--- config.mk ---
export PLATFORM = sky130hd
export DESIGN_NAME = bf_uart_tx_flat
export DESIGN_NICKNAME = d
export VERILOG_FILES = /design/src/rtl/bf_uart_tx_if.sv /design/src/rtl/bf_uart_tx.sv /design/src/flat_wrapper.sv
export SDC_FILE = /design/constraint.sdc
export NUM_CORES = 1
export LEC_CHECK = 0
export BUFFER_PORTS_ARGS = -buffer_cell sky130_fd_sc_hd__buf_2
export CORE_UTILIZATION = 60
export CTS_BUF_LIST = sky130_fd_sc_hd__clkbuf_2
export DETAILED_ROUTE_END_ITERATION = 16
export GPL_TIMING_DRIVEN = 0
export PLACE_DENSITY = 0.81
export SYNTH_ARGS = -nofsm -noshare
export SYNTH_HDL_FRONTEND = slang
export SYNTH_SLANG_ARGS = --single-unit
--- constraint.sdc ---
create_clock -name clk -period 2 [get_ports clk]
set_input_delay 0.3 -clock clk [delete_from_list [all_inputs] [get_ports clk]]
set_output_delay 0.3 -clock clk [all_outputs]
set_load 0.005 [all_outputs]
--- src/rtl/bf_uart_tx_if.sv ---
// COUT handshake and serial line between the brainfuck CPU's uart-connect
// ports and the transmitter; the CPU side is master, the transmitter slave.
interface bf_uart_tx_if;
    logic [7:0] tx_data;
    logic       flag_output_begin;
    logic       flag_output_active;
    logic       tx_done;
    logic       uart_txd;

    modport master (
        output tx_data,
        output flag_output_begin,
        input  flag_output_active,
        input  tx_done,
        input  uart_txd
    );

    modport slave (
        input  tx_data,
        input  flag_output_begin,
        output flag_output_active,
        output tx_done,
        output uart_txd
    );
endinterface

--- src/rtl/bf_uart_tx.sv ---
// UART transmitter for the CPU's '.' instruction: latches the data-memory byte
// on flag_output_begin and sends one 8-bit frame with optional parity.
module bf_uart_tx #(
    parameter int CLKS_PER_BIT = 434,
    parameter int PARITY       = 0,
    parameter int STOP_BITS    = 1
) (
    input  logic            clk,
    input  logic            rst,
    bf_uart_tx_if.slave     bus
);
    localparam int              CNT_W     = $clog2(CLKS_PER_BIT * STOP_BITS);
    localparam logic [CNT_W-1:0] BIT_LAST  = CNT_W'(CLKS_PER_BIT - 1);
    localparam logic [CNT_W-1:0] STOP_LAST = CNT_W'(CLKS_PER_BIT * STOP_BITS - 1);
    localparam bit              PAR_EN    = (PARITY == 1) || (PARITY == 2);
    localparam bit              PAR_ODD   = (PARITY == 1);

    typedef enum logic [2:0] {
        S_IDLE,
        S_START,
        S_DATA,
        S_PARITY,
        S_STOP
    } state_t;

    state_t           state, state_nxt;
    logic [CNT_W-1:0] baud_cnt, baud_nxt;
    logic [2:0]       bit_idx, idx_nxt;
    logic [7:0]       shreg, sh_nxt;
    logic             par_bit, par_nxt;
    logic             txd_q, txd_nxt;
    logic             active_q, active_nxt;
    logic             done_q, done_nxt;

    // NOTE: sequential state uses non-blocking assignments so every register
    // samples the pre-edge value of its neighbours.
    always_ff @(posedge clk or posedge rst) begin
        if (rst) begin
            state    <= S_IDLE;
            baud_cnt <= '0;
            bit_idx  <= '0;
            shreg    <= '0;
            par_bit  <= 1'b0;
            txd_q    <= 1'b1;
            active_q <= 1'b0;
            done_q   <= 1'b0;
        end else begin
            state    <= state_nxt;
            baud_cnt <= baud_nxt;
            bit_idx  <= idx_nxt;
            shreg    <= sh_nxt;
            par_bit  <= par_nxt;
            txd_q    <= txd_nxt;
            active_q <= active_nxt;
            done_q   <= done_nxt;
        end
    end

    // NOTE: every output of this block gets a default first, so no path
    // through the case statement can infer a latch.
    always_comb begin
        state_nxt = state;
        baud_nxt  = baud_cnt;
        idx_nxt   = bit_idx;
        sh_nxt    = shreg;
        par_nxt   = par_bit;
        done_nxt  = 1'b0;

        unique case (state)
            S_IDLE: begin
                if (bus.flag_output_begin) begin
                    sh_nxt    = bus.tx_data;
                    par_nxt   = PAR_ODD ? ~^bus.tx_data : ^bus.tx_data;
                    idx_nxt   = 3'd0;
                    baud_nxt  = '0;
                    state_nxt = S_START;
                end
            end
            S_START: begin
                if (baud_cnt == BIT_LAST) begin
                    baud_nxt  = '0;
                    state_nxt = S_DATA;
                end else begin
                    baud_nxt = baud_cnt + 1'b1;
                end
            end
            S_DATA: begin
                if (baud_cnt == BIT_LAST) begin
                    baud_nxt = '0;
                    sh_nxt   = shreg >> 1;
                    idx_nxt  = bit_idx + 3'd1;
                    if (bit_idx == 3'd7)
                        state_nxt = PAR_EN ? S_PARITY : S_STOP;
                end else begin
                    baud_nxt = baud_cnt + 1'b1;
                end
            end
            S_PARITY: begin
                if (baud_cnt == BIT_LAST) begin
                    baud_nxt  = '0;
                    state_nxt = S_STOP;
                end else begin
                    baud_nxt = baud_cnt + 1'b1;
                end
            end
            S_STOP: begin
                // One long stop interval covers both stop bits when STOP_BITS=2.
                if (baud_cnt == STOP_LAST) begin
                    baud_nxt  = '0;
                    state_nxt = S_IDLE;
                    done_nxt  = 1'b1;
                end else begin
                    baud_nxt = baud_cnt + 1'b1;
                end
            end
            default: state_nxt = S_IDLE;
        endcase

        // Line level is derived from the upcoming state so uart_txd stays registered.
        unique case (state_nxt)
            S_START:  txd_nxt = 1'b0;
            S_DATA:   txd_nxt = sh_nxt[0];
            S_PARITY: txd_nxt = par_nxt;
            default:  txd_nxt = 1'b1;
        endcase
        active_nxt = (state_nxt != S_IDLE);
    end

    assign bus.uart_txd           = txd_q;
    assign bus.flag_output_active = active_q;
    assign bus.tx_done            = done_q;
endmodule

--- src/flat_wrapper.sv ---
// flat-port wrapper written by rule: the top's interface ports become plain ports
module bf_uart_tx_flat 
#(
    parameter int CLKS_PER_BIT = 434,
    parameter int PARITY       = 0,
    parameter int STOP_BITS    = 1
)
  (clk, rst, bus_tx_data, bus_flag_output_begin, bus_flag_output_active, bus_tx_done, bus_uart_txd);
  bf_uart_tx_if bus_i ();
  input  logic clk;
  input  logic rst;
  input wire logic [$bits(bus_i.tx_data)-1:0] bus_tx_data;
  input wire logic [$bits(bus_i.flag_output_begin)-1:0] bus_flag_output_begin;
  output wire logic [$bits(bus_i.flag_output_active)-1:0] bus_flag_output_active;
  output wire logic [$bits(bus_i.tx_done)-1:0] bus_tx_done;
  output wire logic [$bits(bus_i.uart_txd)-1:0] bus_uart_txd;
  assign bus_i.tx_data = bus_tx_data;
  assign bus_i.flag_output_begin = bus_flag_output_begin;
  assign bus_flag_output_active = bus_i.flag_output_active;
  assign bus_tx_done = bus_i.tx_done;
  assign bus_uart_txd = bus_i.uart_txd;
  bf_uart_tx #(.CLKS_PER_BIT(CLKS_PER_BIT), .PARITY(PARITY), .STOP_BITS(STOP_BITS)) u_core (.clk(clk), .rst(rst), .bus(bus_i));
endmodule
==> run metrics, run 1 <==
gr usage total=24.0%; GRT met3 Usage=3.87%; Crit Reg-Reg Startpoint=u_core.baud_cnt[1]; Multi-input gate area=724 sq um; pin count of the biggest net entering global routing=28; Fillers=180; port bufs=13; post-DP HPWL=1820 um; fmax=532 MHz; P_sw=0.000203 W; Max Cap Viol=0; clk_skew=0.00552 ns; die height=51.0 um; via count=1137; Seq/Total Area, Yosys=47.0%; gpl congestion=0.765; fin nets=180; Ys Warns=0; switching part of the total=24.2%; synthesized area=0.00144 sq mm; Max Root-Sink Buffers=2; Initial Utilization=64.5%; Clock power frac=24.6%; PwrDens=534 mW/mm^2; Slew HR=33.0%; startpoint types=flop; Logic pwr share=8.0%; Critical Path End Type=flop; status=completed; most frequent cells in the layout=dfrtp_1, nand2_1, o21ai_0, buf_2, nor2_1; crit-path max FO=10; FF-to-FF path depth=8; dominant cell type by area after synthesis=dfrtp_1; initial antenna violation count=0; synth unique cells=38; number of vias per cell=5.92; most frequent standard cell in the layout excluding fill and tap cells=dfrtp_1; Remaining DRCs=0; minimum clock period=1.88 ns; worst reg2reg endpoint=u_core.baud_cnt[4]; final worst-path cycle share=94.0%; Worst Setup Path Type=flop to flop; pins over their slew limit=0; Leak Pwr=0.717 nW; CTS sink cnt=27; Cells after Synth=146; Final Hold Viols=0; layout cells sized above 1=20.1%; die area=0.00260 sq mm; final setup margin=0.120 ns; Initial DRC Count=25; Worst-Margin Slew=1.00 ns; Placed Cells=187; Reg power frac=67.4%; CP required=2.28 ns; pre-CTS WS=0.146 ns; drt wl/cell=13.4 um; antenna-violating nets left=0; Final Setup Violations=0; Post-Syn Area per Cell=9.87 sq um; hold_ws=0.119 ns; first-pass GRT wire length=4580 um; met1 usage=32.3%; gr ovfl total=0; TritonCTS Buffers=3; number of global-route vias before repair=1055; top-area cell type share of the netlist area=45.1%; #FFs+latches synth=27; io pins=14; Global Route met2 Usage=36.8%; CTS tree=yes; clk root buf=clkbuf_2; R2R setup slack=0.12 ns; Core ar.=0.00223 sq mm; Die X=51.0 um; first drt pass iteration count=4; Max VDD drop=0.431 mV; utilization after layout=70.4%; Area contributors post-synth=dfrtp_1, nand2_1, o21ai_0, xnor2_1, ha_1; antenna cells=0; Finished Layout Cells=192; clk slew on worst S/H paths=0.25 ns; FF+latch area=677 sq um; DRT Wirelength=2560 um; Internal Power=0.000636 W; Most Crowded Layer GR=met2; RSZ-0062 raised after global routing=yes; synthesis-to-finish area growth=9.03%; syn nets=161; Hold Crit Class=primary input to asynchronous set/reset pin; H-Tree Depth=1; PnR Total Power=0.000840 W; Arr. time, crit path=2.16 ns; hold buffer count at cts=0; clock network latency to the later pin of the worst-skew pair=0.36 ns; FP Rows=17
power groups by stage:
| stage | Sequential (W) | Combinational [W] | Clock [W] |
|---|---|---|---|
| after global placement | 0.000574 | 0.0000650 | 0 |
| after floorplan | 0.000573 | 0.0000461 | 0 |
| after global routing | 0.000567 | 0.0000782 | 0.000234 |
| after CTS | 0.000566 | 0.0000685 | 0.000219 |
| final | 0.000566 | 0.0000675 | 0.000206 |
| after detailed placement | 0.000575 | 0.0000677 | 0 |
state kept, by name, summed over array words and instances (netlist names):
signal                         count
u_core.state                       3
u_core.shreg                       8
u_core.baud_cnt                    9
u_core.bus.tx_done                 1
u_core.bus.uart_txd                1
u_core.par_bit                     1
u_core.bus.flag_output_active      1
u_core.bit_idx                     3
how the worst max path moves through the flow:
| stage | depth (start not counted) | slack, ns | from | end |
|---|---|---|---|---|
| floorplan | 8 | 0.40 | u_core.baud_cnt[1] | u_core.baud_cnt[3] |
| global placement | 8 | 0.20 | u_core.baud_cnt[1] | u_core.baud_cnt[4] |
| detailed placement | 8 | 0.15 | u_core.baud_cnt[1] | u_core.baud_cnt[4] |
| CTS | 8 | 0.12 | u_core.baud_cnt[1] | u_core.baud_cnt[4] |
| global route | 8 | -0.04 | u_core.baud_cnt[1] | u_core.bus.uart_txd |
| finish | 8 | 0.12 | u_core.baud_cnt[1] | u_core.baud_cnt[4] |
synthesized netlist by cell type (all sizes together):
| cell type | number |
|---|---|
| nand2b | 7 |
| ha | 4 |
| a22oi | 6 |
| dfstp | 1 |
| and3 | 4 |
| o22ai | 3 |
| nand3 | 3 |
| nand4b | 1 |
| nor4b | 1 |
| or4 | 1 |
| o31ai | 2 |
| nor3 | 5 |
| a31oi | 1 |
| o211ai | 1 |
| a22o | 1 |
| inv | 3 |
| or2 | 1 |
| nand2 | 24 |
| nor2b | 1 |
| nor2 | 11 |
| a2bb2oi | 1 |
| buf | 4 |
| nor3b | 1 |
| nand4bb | 1 |
| a21oi | 2 |
| o21bai | 1 |
| xnor2 | 7 |
| o21ai | 20 |
| or3 | 1 |
| dfrtp | 26 |
| nor4 | 1 |
logic make-up after synthesis:
kind of cell               after synthesis  share of synthesized area (%)
adders and majority gates                4                           3.47
DFF                                     27                           47.0
and+or+nand+nor                         63                           26.2
AOI/OAI and AO/OA                       38                           16.1
xor gates and xnor gates                 7                           4.25
buffers and inverters                    7                           2.95
layout make-up:
cell class / instances / area share, %
plain buffers: 4 / 1.99
clock buffers: 3 / 0.955
clock inverters: 1 / 0.318
inverters: 3 / 0.717
multi-input cells: 112 / 46.1
flip-flops and latches: 27 / 43.1
well taps: 28 / 2.23
repair buffers: 14 / 4.62
metrics by stage:
stage	instance area (sq um)	setup TNS [ns]
after floorplan	1440	0
after global placement	1540	0
after detailed placement	1540	0
after CTS	1560	0
after global routing	1570	-0.0438
final	1570	0
what timing repair did:
| action | CTS | global route |
|---|---|---|
| resized for setup | 0 | 1 |
| setup endpoints to repair | 0 | 5 |
| buffers inserted | 0 | 1 |
metal layers:
| layer | vias up | part of all wire, % | routed length, um |
|---|---|---|---|
| met1 | 550 | 45 | 1160 |
| met4 | 0 | 1.9 | 48 |
| met5 | - | 0 | 0 |
| met3 | 6 | 3.7 | 95 |
| li1 | 552 | - | - |
| met2 | 29 | 49 | 1260 |
critical path, stage by stage (launching register included):
cell	delay, ns
dfrtp_1	0.46
inv_1	0.06
ha_1	0.14
nand4b_1	0.32
o211ai_2	0.35
buf_4	0.21
nor2_1	0.05
o21ai_0	0.13
o21ai_1	0.08
(Power assumes the default switching activity.)
==> run 2: changes to the inputs <==
--- a/config.mk
+++ b/config.mk
@@ -6,10 +6,12 @@
 export NUM_CORES = 1
 export LEC_CHECK = 0
 export BUFFER_PORTS_ARGS = -buffer_cell sky130_fd_sc_hd__buf_2
+export CORE_MARGIN = 1.5
 export CORE_UTILIZATION = 60
 export CTS_BUF_LIST = sky130_fd_sc_hd__clkbuf_2
 export DETAILED_ROUTE_END_ITERATION = 16
 export GPL_TIMING_DRIVEN = 0
+export MAX_ROUTING_LAYER = met4
 export PLACE_DENSITY = 0.81
 export SYNTH_ARGS = -nofsm -noshare
 export SYNTH_HDL_FRONTEND = slang
==> run 2 against run 1 <==
Non-clock buffer count grew 2. Hold slack gained 0.0044 ns. Critical path depth shrank 1. Cell count grew 1.0%. Via count shrank 1.5%. First-iteration DRC count shrank 44%. Combinational power shrank 2%. Register-to-register slack gained 0.14 ns. Die area grew 4.0%. Total power shrank 0.31%. Critical path type unchanged. Highest routed layer unchanged.
==> run metrics, run 2 (same netlist as run 1, synthesis figures left out) <==
status=completed; Worst-Margin Slew=0.998 ns (-0.00617 ns); largest registers=u_core.baud_cnt (9), u_core.shreg (8); pins over their slew limit=0 (unchanged); post-DP HPWL=1860 um (+2.5%); critical-path cell list=buf_4 > o21ai_0 > o211ai_2 > buf_4 > nor2_1 > o21ai_0 > o21ai_1; Remaining DRCs=0 (unchanged); Initial Utilization=64.5% (unchanged); Leak Pwr=0.727 nW (+1.3%); most frequent cells in the layout=dfrtp_1, nand2_1, o21ai_0, buf_2, nor2_1; CTS tree=yes; pin count of the biggest net entering global routing=28 (unchanged); fmax=575 MHz (+8.1%); crit-path max FO=10 (unchanged); clk root buf=clkbuf_2; Largest register FFs=9 (unchanged); antenna cells=0 (unchanged); DRT Wirelength=2660 um (+3.9%); PwrDens=528 mW/mm^2 (-1.3%); most frequent standard cell in the layout excluding fill and tap cells=dfrtp_1; H-Tree Depth=1 (unchanged); layout cells sized above 1=21.1% (+0.96 points); Initial DRC Count=14 (-44%); Max Cap Viol=0 (unchanged); RSZ-0062 raised after global routing=no; Max Root-Sink Buffers=2 (unchanged); Final Setup Violations=0 (unchanged); port bufs=13 (unchanged); Die X=52.0 um (+2.0%); slowest stage delay, CP=0.43 ns (-0.03 ns); clk_skew=0.00340 ns (-0.00212 ns); Hold Crit Class=primary input to asynchronous set/reset pin; fin nets=182 (+1.1%); clock network latency to the later pin of the worst-skew pair=0.35 ns (about the same); final worst-path cycle share=87.0% (-7.0 points); die area=0.00271 sq mm (+4.0%); TritonCTS Buffers=3 (unchanged); first drt pass iteration count=5 (+1); gr usage total=24.3% (+0.39 points); startpoint types=flop; delay-heaviest family, CP=compound AO/OA/AOI/OAI gates; drt wl/cell=13.7 um (+2.8%); number of vias per cell=5.77 (-2.5%); minimum clock period=1.74 ns (-0.141 ns); Slew HR=33.4% (+0.41 points); Final Hold Viols=0 (unchanged); first-pass GRT wire length=4680 um (+2.1%); Core ar.=0.00223 sq mm (unchanged); WP buf/inv=2 (unchanged); largest reg by FF count=u_core.baud_cnt; via count=1120 (-1.5%); io pins=14 (unchanged); number of global-route vias before repair=1105 (+4.7%); die height=52.0 um (+2.0%); hold_ws=0.123 ns (+0.00442 ns); Critical Path End Type=flop; synthesis-to-finish area growth=10.1%; clk slew on worst S/H paths=0.25 ns (about the same); CTS sink cnt=27 (unchanged); total negative setup slack=0 ns (unchanged); gr ovfl total=0 (unchanged); CP required=2.31 ns (+0.03 ns); Worst Setup Path Type=flop to flop; initial antenna violation count=0 (unchanged); Max VDD drop=0.457 mV (+5.9%); Worst path slowest cell=dfrtp_1; gpl congestion=0.791 (+3.4%); utilization after layout=71.0% (+0.67 points); FP Rows=17 (unchanged); Arr. time, crit path=2.05 ns (-0.11 ns); antenna-violating nets left=0 (unchanged)
[run 2: cell count changes in the layout (fill, tap and decap cells not counted)]
cell   previous run  this run
buf_4             3         5
[run 2: worst paths after layout]
kind | start | to | slack (ns) | depth (start not counted)
max | u_core.state[0] | u_core.baud_cnt[3] | 0.26 | 7
min | rst | u_core.shreg[6] | 0.12 | 2
max reg2reg | u_core.state[0] | u_core.baud_cnt[3] | 0.26 | 7
min reg2reg | u_core.shreg[4] | u_core.shreg[4] | 0.51 | 2
max in group asynchronous | rst | u_core.baud_cnt[5] | 1.28 | 2
min in group clk | bus_tx_data[7] | u_core.shreg[7] | 0.18 | 3
[run 2: through the flow]
| step | setup WS [ns] | power [W] | cell area, sq um | instances |
|---|---|---|---|---|
| 6_report | 0.261 | 0.000837 | 1590 | 194 |
| 5_1_grt | 0.145 | 0.000883 | 1590 | 194 |
| 4_1_cts | 0.0935 | 0.000851 | 1560 | 191 |
| 3_5_place_dp | 0.147 | 0.000643 | 1540 | 187 |
| 3_3_place_gp | 0.201 | 0.000639 | 1540 | 187 |
| 2_1_floorplan | 0.400 | 0.000619 | 1440 | 146 |
[run 2: layout make-up]
| cell class | instances | area [sq um] |
|---|---|---|
| clock inverters | 1 | 5.00 |
| flip-flops and latches | 27 | 677 |
| well taps | 28 | 35.0 |
| plain buffers | 4 | 31.3 |
| inverters | 3 | 11.3 |
| fillers | 191 | 647 |
| clock buffers | 3 | 15.0 |
| multi-input cells | 112 | 724 |
| repair buffers | 16 | 87.6 |
[run 2: layer usage]
layer | vias up | part of all wire [%] | wire length (um) | track usage [%]
met4 | 0 | 0.60 | 16 | 10.1
met1 | 543 | 46 | 1230 | 30.8
met2 | 19 | 51 | 1350 | 39.5
li1 | 556 | - | - | -
met5 | - | 0 | 0 | -
met3 | 2 | 2.5 | 67 | 3.45
[run 2: power breakdown]
part	leakage, nW	internal, W	switching, W	total, W
registers	0.334	0.000560	0.00000632	0.000566
clock network	0.0164	0.0000454	0.000160	0.000205
logic	0.377	0.0000312	0.0000346	0.0000659
[run 2: repair_timing]
| action | 4_1_cts | 5_1_grt |
|---|---|---|
| hold buffers | 0 | 0 |
| resized for setup | 0 | 1 |
| buffers inserted | 0 | 3 |
| endpoints found under the setup margin | 0 | 6 |
